**config.mk**
```make
export PLATFORM = sky130hd
export DESIGN_NAME = gpr_bank8x16
export DESIGN_NICKNAME = d
export VERILOG_FILES = /design/src/rtl/cpu_regs_pkg.sv /design/src/rtl/gpr_cell.sv /design/src/rtl/gpr_bank8x16.sv
export SDC_FILE = /design/constraint.sdc
export NUM_CORES = 1
export LEC_CHECK = 0
export ABC_CLOCK_PERIOD_IN_PS = 4650
export CORE_ASPECT_RATIO = 0.6
export CORE_MARGIN = 5
export CORE_UTILIZATION = 54
export DETAILED_ROUTE_END_ITERATION = 10
export PLACE_DENSITY_LB_ADDON = 0.15
export SYNTH_ARGS = -nofsm -noshare
export SYNTH_HDL_FRONTEND = slang
export SYNTH_SLANG_ARGS = --single-unit
export TNS_END_PERCENT = 50
```
**constraint.sdc**
```tcl
create_clock -name CLK -period 4.65 [get_ports CLK]
set_input_delay 0.6975 -clock CLK [delete_from_list [all_inputs] [get_ports CLK]]
set_output_delay 0.6975 -clock CLK [all_outputs]
set_load 0.01 [all_outputs]
```
**src/rtl/cpu_regs_pkg.sv**
```systemverilog
// Shared constants and types for the CPU register bank: widths, register
// indices and reset values.
package cpu_regs_pkg;

    localparam int DATA_W_DEF = 16;

    typedef logic [2:0] reg_idx_t;

    localparam reg_idx_t REG_SP = 3'd6;
    localparam reg_idx_t REG_PC = 3'd7;

    localparam logic [15:0] SP_INIT_DEF = 16'h00FF;
    localparam logic [15:0] PC_INIT_DEF = 16'h0000;

    // One-hot decode of a register index, used for write-port selection.
    function automatic logic [7:0] idx_onehot(input reg_idx_t idx);
        logic [7:0] oh;
        oh = 8'h01 << idx;
        return oh;
    endfunction

endpackage

```
**src/rtl/gpr_cell.sv**
```systemverilog
// Single register of the bank: asynchronous active-low reset to a
// parameterised value, loads i_d when i_ld is high.
module gpr_cell #(
    parameter int          DATA_W  = 16,
    parameter logic [DATA_W-1:0] RST_VAL = '0
) (
    input  logic              i_clk,
    input  logic              i_rst_n,
    input  logic              i_ld,
    input  logic [DATA_W-1:0] i_d,
    output logic [DATA_W-1:0] o_q
);

    logic [DATA_W-1:0] r_q;

    // Storage element with load enable.
    always_ff @(posedge i_clk or negedge i_rst_n) begin
        if (!i_rst_n) begin
            r_q <= RST_VAL;
        end else if (i_ld) begin
            r_q <= i_d;
        end else begin
            r_q <= r_q;
        end
    end

    assign o_q = r_q;

endmodule

```
**src/rtl/gpr_bank8x16.sv**
```systemverilog
// Eight-entry register bank with one write port, R7 (PC) auto-increment,
// R6 (SP) push/pop and sticky stack-error flags. Optional macro
// GPR_REG0_ZERO_EN hardwires R0 to zero.
module gpr_bank8x16
    import cpu_regs_pkg::*;
#(
    parameter int                DATA_W  = DATA_W_DEF,
    parameter logic [DATA_W-1:0] SP_INIT = DATA_W'(SP_INIT_DEF),
    parameter logic [DATA_W-1:0] PC_INIT = DATA_W'(PC_INIT_DEF)
) (
    input  logic              CLK,
    input  logic              RST_N,
    input  logic              WR_EN,
    input  logic [2:0]        WR_ADDR,
    input  logic [DATA_W-1:0] WR_DATA,
    input  logic              PC_INC,
    input  logic              SP_PUSH,
    input  logic              SP_POP,
    input  logic              CLR_ERR,
    output logic [DATA_W-1:0] R_OUT0,
    output logic [DATA_W-1:0] R_OUT1,
    output logic [DATA_W-1:0] R_OUT2,
    output logic [DATA_W-1:0] R_OUT3,
    output logic [DATA_W-1:0] R_OUT4,
    output logic [DATA_W-1:0] R_OUT5,
    output logic [DATA_W-1:0] R_OUT6,
    output logic [DATA_W-1:0] R_OUT7,
    output logic              SP_UNDER,
    output logic              SP_OVER
);

    localparam logic [DATA_W-1:0] ONE_C = DATA_W'(1);
    localparam logic [DATA_W-1:0] ZERO_C = DATA_W'(0);
    localparam logic [DATA_W-1:0] ALL1_C = ~ZERO_C;

    logic [7:0]        w_wr_sel;
    logic [7:0]        w_ld;
    logic [DATA_W-1:0] w_d [8];
    logic [DATA_W-1:0] w_q [8];
    logic              w_under_set;
    logic              w_over_set;
    logic              r_sp_under;
    logic              r_sp_over;

    assign w_wr_sel = WR_EN ? idx_onehot(reg_idx_t'(WR_ADDR)) : 8'h00;

    // Per-register load enables and next values; a write always beats
    // the PC increment or SP adjustment targeting the same register.
    always_comb begin
        for (int i = 0; i < 8; i++) begin
            w_ld[i] = w_wr_sel[i];
            w_d[i]  = WR_DATA;
        end
`ifdef GPR_REG0_ZERO_EN
        w_ld[0] = 1'b0;
`endif
        w_under_set = 1'b0;
        w_over_set  = 1'b0;

        if (w_wr_sel[REG_PC]) begin
            w_d[REG_PC] = WR_DATA;
        end else if (PC_INC) begin
            w_ld[REG_PC] = 1'b1;
            w_d[REG_PC]  = w_q[REG_PC] + ONE_C;
        end else begin
            w_d[REG_PC] = w_q[REG_PC];
        end

        if (w_wr_sel[REG_SP]) begin
            w_d[REG_SP] = WR_DATA;
        end else if (SP_PUSH && !SP_POP) begin
            w_ld[REG_SP] = 1'b1;
            w_d[REG_SP]  = w_q[REG_SP] - ONE_C;
            w_under_set  = (w_q[REG_SP] == ZERO_C);
        end else if (SP_POP && !SP_PUSH) begin
            w_ld[REG_SP] = 1'b1;
            w_d[REG_SP]  = w_q[REG_SP] + ONE_C;
            w_over_set   = (w_q[REG_SP] == ALL1_C);
        end else begin
            w_d[REG_SP] = w_q[REG_SP];
        end
    end

    for (genvar g = 0; g < 8; g++) begin : g_cell
        localparam logic [DATA_W-1:0] RV = (g == 6) ? SP_INIT :
                                           (g == 7) ? PC_INIT : ZERO_C;
        gpr_cell #(
            .DATA_W  (DATA_W),
            .RST_VAL (RV)
        ) u_cell (
            .i_clk   (CLK),
            .i_rst_n (RST_N),
            .i_ld    (w_ld[g]),
            .i_d     (w_d[g]),
            .o_q     (w_q[g])
        );
    end

    // Sticky error flags; a new error in the same cycle as CLR_ERR wins.
    always_ff @(posedge CLK or negedge RST_N) begin
        if (!RST_N) begin
            r_sp_under <= 1'b0;
            r_sp_over  <= 1'b0;
        end else begin
            if (w_under_set) begin
                r_sp_under <= 1'b1;
            end else if (CLR_ERR) begin
                r_sp_under <= 1'b0;
            end else begin
                r_sp_under <= r_sp_under;
            end
            if (w_over_set) begin
                r_sp_over <= 1'b1;
            end else if (CLR_ERR) begin
                r_sp_over <= 1'b0;
            end else begin
                r_sp_over <= r_sp_over;
            end
        end
    end

    assign R_OUT0   = w_q[0];
    assign R_OUT1   = w_q[1];
    assign R_OUT2   = w_q[2];
    assign R_OUT3   = w_q[3];
    assign R_OUT4   = w_q[4];
    assign R_OUT5   = w_q[5];
    assign R_OUT6   = w_q[6];
    assign R_OUT7   = w_q[7];
    assign SP_UNDER = r_sp_under;
    assign SP_OVER  = r_sp_over;

endmodule

```
==> results of run 1 <==
[worst max-delay path: cells and delay by family]
family / cells / cell delay, ns
fa+ha+maj: 1 / 0.50
compound gates: 3 / 1.18
mux: 1 / 0.21
buf+inv: 3 / 1.06
simple gates: 1 / 0.07
[cell usage after synthesis (all sizes together), types with 6 or more instances]
| library cell | count | share of area, % |
|---|---|---|
| dfrtp | 122 | 47 |
| mux2 | 96 | 17 |
| nand2 | 46 | 2.7 |
| nor2 | 43 | 2.5 |
| clkbuf | 33 | 1.9 |
| a21oi | 29 | 2.2 |
| o21ai | 17 | 1.3 |
| xnor2 | 14 | 1.9 |
| xor2 | 12 | 1.6 |
| nand4 | 10 | 0.97 |
| nor3 | 10 | 0.78 |
| dfstp | 8 | 3.3 |
| nand3 | 8 | 0.62 |
| inv | 7 | 0.41 |
| and3 | 6 | 0.66 |
| buf | 6 | 0.47 |
| nand2b | 6 | 0.58 |
| o211ai | 6 | 0.70 |
[final cells by class]
type | instances | area [sq um] | share of cell area [%]
clock buffers | 18 | 439 | 5.03
clock inverters | 14 | 128 | 1.46
inverters | 7 | 26.3 | 0.301
multi-input cells | 406 | 3040 | 34.8
flip-flops and latches | 130 | 3260 | 37.4
well taps | 160 | 200 | 2.29
repair buffers | 167 | 1640 | 18.8
[through the flow]
| step | setup slack (ns) | area [sq um] | util (%) |
|---|---|---|---|
| final | 1.21 | 8730 | 76.0 |
| after global routing | 1.02 | 8730 | 76.0 |
| after CTS | 1.31 | 8730 | 76.0 |
| after detailed placement | 0.879 | 8160 | 71.1 |
| after global placement | 1.02 | 8160 | 71.1 |
| after floorplan | 1.05 | 6450 | - |
[state kept, by name (all words and copies together) (netlist names)]
register and flops:
g_cell.u_cell.o_q 128, SP_OVER 1, SP_UNDER 1
[metal layers]
layer / global-route usage, % / share of wire (%) / vias up
met4: 7.24 / 1.3 / 0
met1: 40.9 / 43 / 2712
met2: 43.8 / 44 / 290
met5: 0 / 0 / -
li1: - / - / 2427
met3: 13.4 / 12 / 31
[power groups by stage]
stage / clock, mW / sequential (mW) / combinational [mW]
floorplan: 0 / 1.81 / 0.712
global placement: 0 / 1.84 / 1.54
detailed placement: 0 / 1.86 / 1.58
CTS: 1.30 / 1.85 / 1.60
global route: 1.36 / 1.91 / 1.71
finish: 1.29 / 1.86 / 1.59
[how the worst min path moves through the flow]
stage,slack [ns],startpoint,to,depth (start not counted)
6_report,0.39,RST_N,g_cell[3].u_cell.o_q[15],1
5_1_grt,0.45,RST_N,g_cell[6].u_cell.o_q[10],1
4_1_cts,0.41,RST_N,g_cell[3].u_cell.o_q[15],1
3_5_place_dp,0.49,g_cell[1].u_cell.o_q[0],g_cell[1].u_cell.o_q[0],1
3_3_place_gp,0.49,g_cell[5].u_cell.o_q[9],g_cell[5].u_cell.o_q[9],1
2_1_floorplan,0.40,RST_N,SP_OVER,0
[cell families (layout without fill, tap and decap cells)]
| kind of cell | Yosys count | after routing | synth area share, % |
|---|---|---|---|
| simple gates | 171 | 171 | 13.8 |
| flops | 130 | 130 | 50.6 |
| compound gates | 106 | 106 | 11.3 |
| mux | 98 | 98 | 17.1 |
| buf+inv | 46 | 206 | 2.79 |
| xor+xnor | 26 | 26 | 3.53 |
| fa+ha+maj | 5 | 5 | 0.969 |
==> flow_summary.yaml, run 1 <==
drt:
  drc: 0
  route.vias.total: 5460
  firstDrtPassIters: 7
  drt-wirelength-per-cell_um: 22.9
  ant_nets: 0
  initialDrtViolationCount: 595
  routed_wl_um: 20600
  viasPerCell: 6.05
clocking:
  cts.sinks: 130
  htree_num_levels: 4
  clock_latency_ns: 0.42
  cts_setup_buffers: 0
  ctsResizeCount: 0
  path_clk_slew_ns: 0.06
  cts_made_buffers: 17
  cts_buffer_depth: 2
  cts_hold_buf: 0
  tritoncts: "done"
  cts-root-buf: "clkbuf_16"
min_path:
  hold_path.class: "in -> async"
placement:
  dp_cells: 870
  port_buffers: 155
  post-dp-hpwl_um: 14600
  gp_congestion: 0.965
finish:
  final_common_cell: "clkdlybuf4s50_1"
  final_cells: 902
  diodes: 0
  drive_gt1_share_pct: 21.7
  syn_to_final_growth_pct: 35.3
  num-fill-cells: 748
  final_cell_mix: "clkdlybuf4s50_1 (154), dfrtp_1 (122), mux2_2 (96)"
  final_net_count: 760
global_routing:
  grt_pass1_vias: 5531
  antenna_found_initial: 0
  grt_max_degree: 71
  grt-ovfl-total: 0
  gr-usage-all-layers_pct: 29.9
  grt_pass1_wl_um: 32100
sta:
  tightest_slew_ns: 1.16
  setup_tns_ns: 0
  post-route-period-util_pct: 74.0
  setup_viol: 0
  finalMaxSlewViolations: 0
  clock.fmax_mhz: 291
  holdWs_ns: 0.388
  rsz0062_at_grt: "false"
  hold_viol_final: 0
  min_period_ns: 3.44
  max_slew_margin_pct: 21.9
  fin_skew_ns: 0.0140
synthesis:
  seq_area_frac_synth_pct: 50.6
  ys_types: 68
  syn_inst: 582
  syn_nets: 613
  synth_seq_cells: 130
  synthArstFlopShare_pct: 100
  synth_top_flop_cell: "dfrtp_1"
  avgSynthCellArea_sq_um: 11.1
  synth-edff-count: 0
  synth_area_sq_um: 6450
  yosys_warnings: 0
setup_path:
  max_stage_delay_ns: 0.52
  arrival_ns: 3.74
  path_class: "in -> reg"
  endpoint_kind: "flip-flop"
  crit_path_end: "g_cell[6].u_cell.o_q[15]"
  r2r_start: "g_cell[6].u_cell.o_q[1]"
  r2r-end: "g_cell[6].u_cell.o_q[10]"
  required_ns: 4.95
  startpoint_type: "input pin"
  cp_max_fo: 16
  startpoint: "SP_PUSH"
  slowest_stage: "clkdlybuf4s50_1"
  reg2reg_depth: 8
  r2r_setup_slack_ns: 2.03
  cp_cell_sequence: "clkdlybuf4s50_1 > ha_1 > buf_4 > inv_1 > a211oi_2 > o211ai_1 > o31ai_1 > mux2i_1 > nand2_1"
power_and_ir_drop:
  switching_share_pct: 34.5
  clkPwrFrac_pct: 27.1
  combPwrFrac_pct: 33.6
  leakage_nw: 3.51
  power.total_mw: 4.74
  p_sw_mw: 1.64
  cellPowerDensity_nw_per_um2: 543
  p_int_mw: 3.11
  vdd.ir_drop.worst_mv: 0.330
  seqPwrFrac_pct: 39.3
floorplan:
  ioPinCount: 156
  rows: 30
  die_w_um: 151
  die_y_um: 94.7
  dieArea_sq_um: 14300
  core_area_sq_um: 11500
  start_util_pct: 56.2
run:
  cap_violations: 0
status:
  outcome: "complete, no violations"
No activity file was read; power rests on OpenSTA's default activity.
==> inputs of run 2 (changes only) <==
- ABC_CLOCK_PERIOD_IN_PS: 4650 -> 3300
- CORE_UTILIZATION: 54 -> 50
- clock period: 4.65 -> 3.3 ns (I/O delays scaled with it)
==> flow_summary.yaml, run 2 (synthesis results as in run 1) <==
clocking:
  htree_num_levels: 4
  cts.sinks: 130
  path_clk_slew_ns: 0.06
  clock_latency_ns: 0.41
  cts_buffer_depth: 2
  cts-root-buf: "clkbuf_16"
  cts_hold_buf: 0
  ctsResizeCount: 0
  tritoncts: "done"
  cts_made_buffers: 17
  cts_setup_buffers: 0
sta:
  hold_viol_final: 0
  finalMaxSlewViolations: 0
  rsz0062_at_grt: "false"
  clock.fmax_mhz: 353
  setup_viol: 0
  post-route-period-util_pct: 85.8
  setup_tns_ns: 0
  tightest_slew_ns: 0.824
  max_slew_margin_pct: 44.5
  fin_skew_ns: 0.0100
  min_period_ns: 2.83
floorplan:
  dieArea_sq_um: 15400
  ioPinCount: 156
  die_w_um: 157
  die_y_um: 98
  core_area_sq_um: 12700
  rows: 32
  start_util_pct: 50.7
min_path:
  hold_path.class: "in -> async"
drt:
  ant_nets: 0
  drt-wirelength-per-cell_um: 22.1
  drc: 0
  initialDrtViolationCount: 357
  route.vias.total: 5437
  routed_wl_um: 20500
  viasPerCell: 5.85
  firstDrtPassIters: 4
global_routing:
  grt-ovfl-total: 0
  grt_pass1_wl_um: 32100
  grt_max_degree: 45
  grt_pass1_vias: 5421
  gr-usage-all-layers_pct: 27.2
  antenna_found_initial: 0
setup_path:
  startpoint_type: "input pin"
  path_class: "in -> reg"
  required_ns: 3.60
  arrival_ns: 3.13
  cp_max_fo: 16
  endpoint_kind: "flip-flop"
finish:
  final_cell_mix: "clkdlybuf4s50_1 (154), dfrtp_1 (122), mux2_2 (96)"
  diodes: 0
  syn_to_final_growth_pct: 38.1
  drive_gt1_share_pct: 23.5
  final_net_count: 777
  final_common_cell: "clkdlybuf4s50_1"
  final_cells: 929
  largest_register_ff_count: 128
  num-fill-cells: 915
power_and_ir_drop:
  vdd.ir_drop.worst_mv: 0.421
  leakage_nw: 3.61
  cellPowerDensity_nw_per_um2: 766
placement:
  gp_congestion: 0.982
  dp_cells: 897
  post-dp-hpwl_um: 15100
  port_buffers: 155
run:
  cap_violations: 0
status:
  outcome: "complete, no violations"
## run 2: cell count changes in the layout (fill, tap and decap cells not counted)
cell / before / now
clkinv_4: 1 / 3
buf_4: 13 / 30
clkinv_2: 3 / 0
bufinv_16: 1 / 2
clkinvlp_4: 4 / 2
inv_8: 0 / 2
## run 2: worst paths after layout
kind | from | end | slack (ns) | cells after the start
setup reg to reg | g_cell[6].u_cell.o_q[0] | g_cell[6].u_cell.o_q[15] | 0.71 | 6
min in group CLK | g_cell[5].u_cell.o_q[14] | g_cell[5].u_cell.o_q[14] | 0.50 | 1
setup / recovery | SP_PUSH | g_cell[6].u_cell.o_q[15] | 0.47 | 9
hold reg to reg | g_cell[5].u_cell.o_q[14] | g_cell[5].u_cell.o_q[14] | 0.50 | 1
max in group asynchronous | RST_N | g_cell[1].u_cell.o_q[10] | 2.30 | 2
hold / removal | RST_N | g_cell[7].u_cell.o_q[2] | 0.08 | 1
## run 2: critical path, stage by stage
cell and delay (ns):
clkdlybuf4s50_1 0.51, ha_1 0.31, buf_4 0.27, xor2_1 0.17
a32o_1 0.34, o211ai_1 0.24, o31ai_1 0.43, mux2i_1 0.29
nand2_1 0.07
## run 2: per-layer routing
| metal | GRT usage (%) | vias up | wire [um] |
|---|---|---|---|
| li1 | - | 2463 | - |
| met1 | 40.5 | 2704 | 9470 |
| met2 | 37.0 | 251 | 8420 |
| met3 | 11.5 | 19 | 2390 |
| met4 | 5.73 | 0 | 209 |
| met5 | 0 | - | 0 |
## run 2: final cells by class
class / instances / area (sq um) / share of cell area, %
Sequential cell: 130 / 3260 / 36.6
Multi-Input combinational cell: 406 / 3040 / 34.1
Timing Repair Buffer: 184 / 1770 / 19.8
Clock buffer: 18 / 439 / 4.93
Tap cell: 170 / 213 / 2.39
Clock inverter: 14 / 168 / 1.88
Inverter: 7 / 26.3 / 0.295
## run 2: stage by stage
| stage | power (mW) | area, sq um | utilization [%] | worst slack, ns | hold WS (ns) |
|---|---|---|---|---|---|
| global route | 7.16 | 8910 | 70.0 | 0.319 | 0.122 |
| finish | 6.82 | 8910 | 70.0 | 0.470 | 0.0757 |
| detailed placement | 4.90 | 8300 | 65.2 | 0.0680 | 0.494 |
| global placement | 4.82 | 8300 | 65.2 | 0.164 | 0.486 |
| CTS | 6.83 | 8910 | 70.0 | 0.498 | 0.0880 |
| floorplan | 3.55 | 6450 | - | 0.0148 | 0.199 |
## run 2: power breakdown
group / switching (mW) / total, mW / internal (mW)
logic: 1.00 / 2.29 / 1.29
registers: 0.566 / 2.62 / 2.05
clock network: 0.757 / 1.91 / 1.16
total: 2.32 / 6.82 / 4.50
==> inputs of run 3 (changes only) <==
- CAP_MARGIN: default -> 15
- CORE_UTILIZATION: 50 -> 52
- CTS_BUF_LIST: default -> sky130_fd_sc_hd__clkbuf_2 sky130_fd_sc_hd__clkbuf_4 sky130_fd_sc_hd__clkbuf_8
==> flow_summary.yaml, run 3 (synthesis results as in run 1) <==
clocking:
  cts_hold_buf: 0
  cts_buffer_depth: 2
  tritoncts: "done"
  cts_setup_buffers: 0
  htree_num_levels: 4
  cts.sinks: 130
  path_clk_slew_ns: 0.09
  clock_latency_ns: 0.43
  cts_made_buffers: 17
  ctsResizeCount: 0
  cts-root-buf: "clkbuf_8"
power_and_ir_drop:
  vdd.ir_drop.worst_mv: 0.340
  switching_share_pct: 35.5
  p_sw_mw: 2.23
  p_int_mw: 4.04
  seqPwrFrac_pct: 41.7
  cellPowerDensity_nw_per_um2: 723
  clkPwrFrac_pct: 22.4
  combPwrFrac_pct: 35.9
  leakage_nw: 3.50
sta:
  max_slew_margin_pct: 29.6
  holdWs_ns: 0.0529
  hold_viol_final: 0
  finalWorstSetupSlack_ns: 0.496
  setup_viol: 0
  post-route-period-util_pct: 85.0
  min_period_ns: 2.80
  rsz0062_at_grt: "false"
  finalMaxSlewViolations: 0
  tightest_slew_ns: 1.05
  clock.fmax_mhz: 357
  setup_tns_ns: 0
  fin_skew_ns: 0.0118
setup_path:
  critPathMostFrequentCell: "ha_1"
  cp_top_family: "simple AND/OR/NAND/NOR gates"
  required_ns: 3.66
  max_stage_delay_ns: 0.50
  cp_cell_sequence: "clkdlybuf4s50_1 > inv_1 > ha_1 > xor2_1 > ha_1 > nand4bb_1 > and4_1 > a211o_1 > and3_4 > or4b_1 > nand3_1"
  arrival_ns: 3.17
  critical_path_buf_inv_count: 2
  reg2reg_depth: 8
  startpoint_type: "input pin"
  cp_max_fo: 6
  slowest_stage: "or4b_1"
  endpoint_kind: "flip-flop"
  path_depth: 11
  path_class: "in -> reg"
drt:
  wl_met2_um: 8330
  route.vias.total: 5417
  route.met3.wl_um: 2210
  wl_met1_um: 9070
  drt-wirelength-per-cell_um: 21.6
  ant_nets: 0
  initialDrtViolationCount: 411
  firstDrtPassIters: 5
  drc: 0
  top_layer: "met4"
  routed_wl_um: 19800
  viasPerCell: 5.91
finish:
  largest_register_ff_count: 128
  final_cell_mix: "clkdlybuf4s50_1 (154), dfrtp_1 (122), mux2_2 (96)"
  drive_gt1_share_pct: 22.7
  num-fill-cells: 895
  syn_to_final_growth_pct: 34.4
  final_common_cell: "clkdlybuf4s50_1"
  diodes: 0
  final_net_count: 770
floorplan:
  core_area_sq_um: 12100
  die_w_um: 154
  ioPinCount: 156
  rows: 31
  dieArea_sq_um: 14800
  die_y_um: 96.3
  start_util_pct: 53.3
global_routing:
  grt_max_degree: 63
  gr-usage-all-layers_pct: 27.2
  grt-ovfl-total: 0
  grt_pass1_wl_um: 31100
  grt_pass1_vias: 5390
  antenna_found_initial: 0
placement:
  gp_congestion: 1.00
  post-dp-hpwl_um: 14700
  pre_cts_slack_ns: 0.0931
  port_buffers: 155
run:
  cap_violations: 0
status:
  outcome: "complete, no violations"
min_path:
  hold_path.class: "in -> async"
-- run 3: changes by cell type in the layout (fill, tap and decap cells not counted), sizes merged --
cell | before | now
clkinvlp | 2 | 0
inv | 14 | 13
clkinv | 3 | 6
buf | 30 | 23
-- run 3: path summary, 6_finish.rpt --
check | startpoint | to | slack [ns]
max | SP_POP | g_cell[6].u_cell.o_q[10] | 0.50
min | RST_N | g_cell[1].u_cell.o_q[0] | 0.05
max reg2reg | g_cell[6].u_cell.o_q[1] | g_cell[6].u_cell.o_q[10] | 0.71
min reg2reg | g_cell[2].u_cell.o_q[10] | g_cell[2].u_cell.o_q[10] | 0.51
max in group asynchronous | RST_N | g_cell[6].u_cell.o_q[4] | 2.42
min in group CLK | g_cell[2].u_cell.o_q[10] | g_cell[2].u_cell.o_q[10] | 0.51
-- run 3: per-layer routing --
| metal | global-route usage [%] | up-vias |
|---|---|---|
| li1 | - | 2455 |
| met1 | 39.5 | 2681 |
| met2 | 38.7 | 258 |
| met3 | 10.8 | 23 |
| met4 | 5.66 | 0 |
| met5 | 0 | - |
-- run 3: cell type report --
| class | instances | area, sq um | share of cell area (%) |
|---|---|---|---|
| clock buffers | 18 | 248 | 2.86 |
| clock inverters | 14 | 168 | 1.93 |
| inverters | 7 | 26.3 | 0.303 |
| multi-input cells | 406 | 3040 | 35.0 |
| flip-flops and latches | 130 | 3260 | 37.6 |
| well taps | 165 | 206 | 2.38 |
| repair buffers | 177 | 1730 | 19.9 |
-- run 3: worst register-to-register path: stages (launching register included) --
cell and delay [ns]:
dfstp_2 0.67, xor2_1 0.18, ha_1 0.21, nand4bb_1 0.13
and4_1 0.25, a211o_1 0.31, and3_4 0.19, or4b_1 0.50
nand3_1 0.09
-- run 3: power groups by stage --
stage          Combinational (mW)  Clock [mW]  Sequential, mW
5_1_grt                      2.42        1.50            2.69
6_report                     2.25        1.40            2.61
2_1_floorplan                1.00           0            2.55
4_1_cts                      2.26        1.43            2.60
3_3_place_gp                 2.20           0            2.60
3_5_place_dp                 2.24           0            2.62
-- run 3: through the flow --
stage | utilization (%) | cells | area (sq um) | power, mW
2_1_floorplan | - | 582 | 6450 | 3.55
3_3_place_gp | 68.2 | 885 | 8260 | 4.80
3_5_place_dp | 68.2 | 885 | 8260 | 4.87
4_1_cts | 71.7 | 917 | 8670 | 6.29
5_1_grt | 71.7 | 917 | 8670 | 6.61
6_report | 71.7 | 917 | 8670 | 6.27
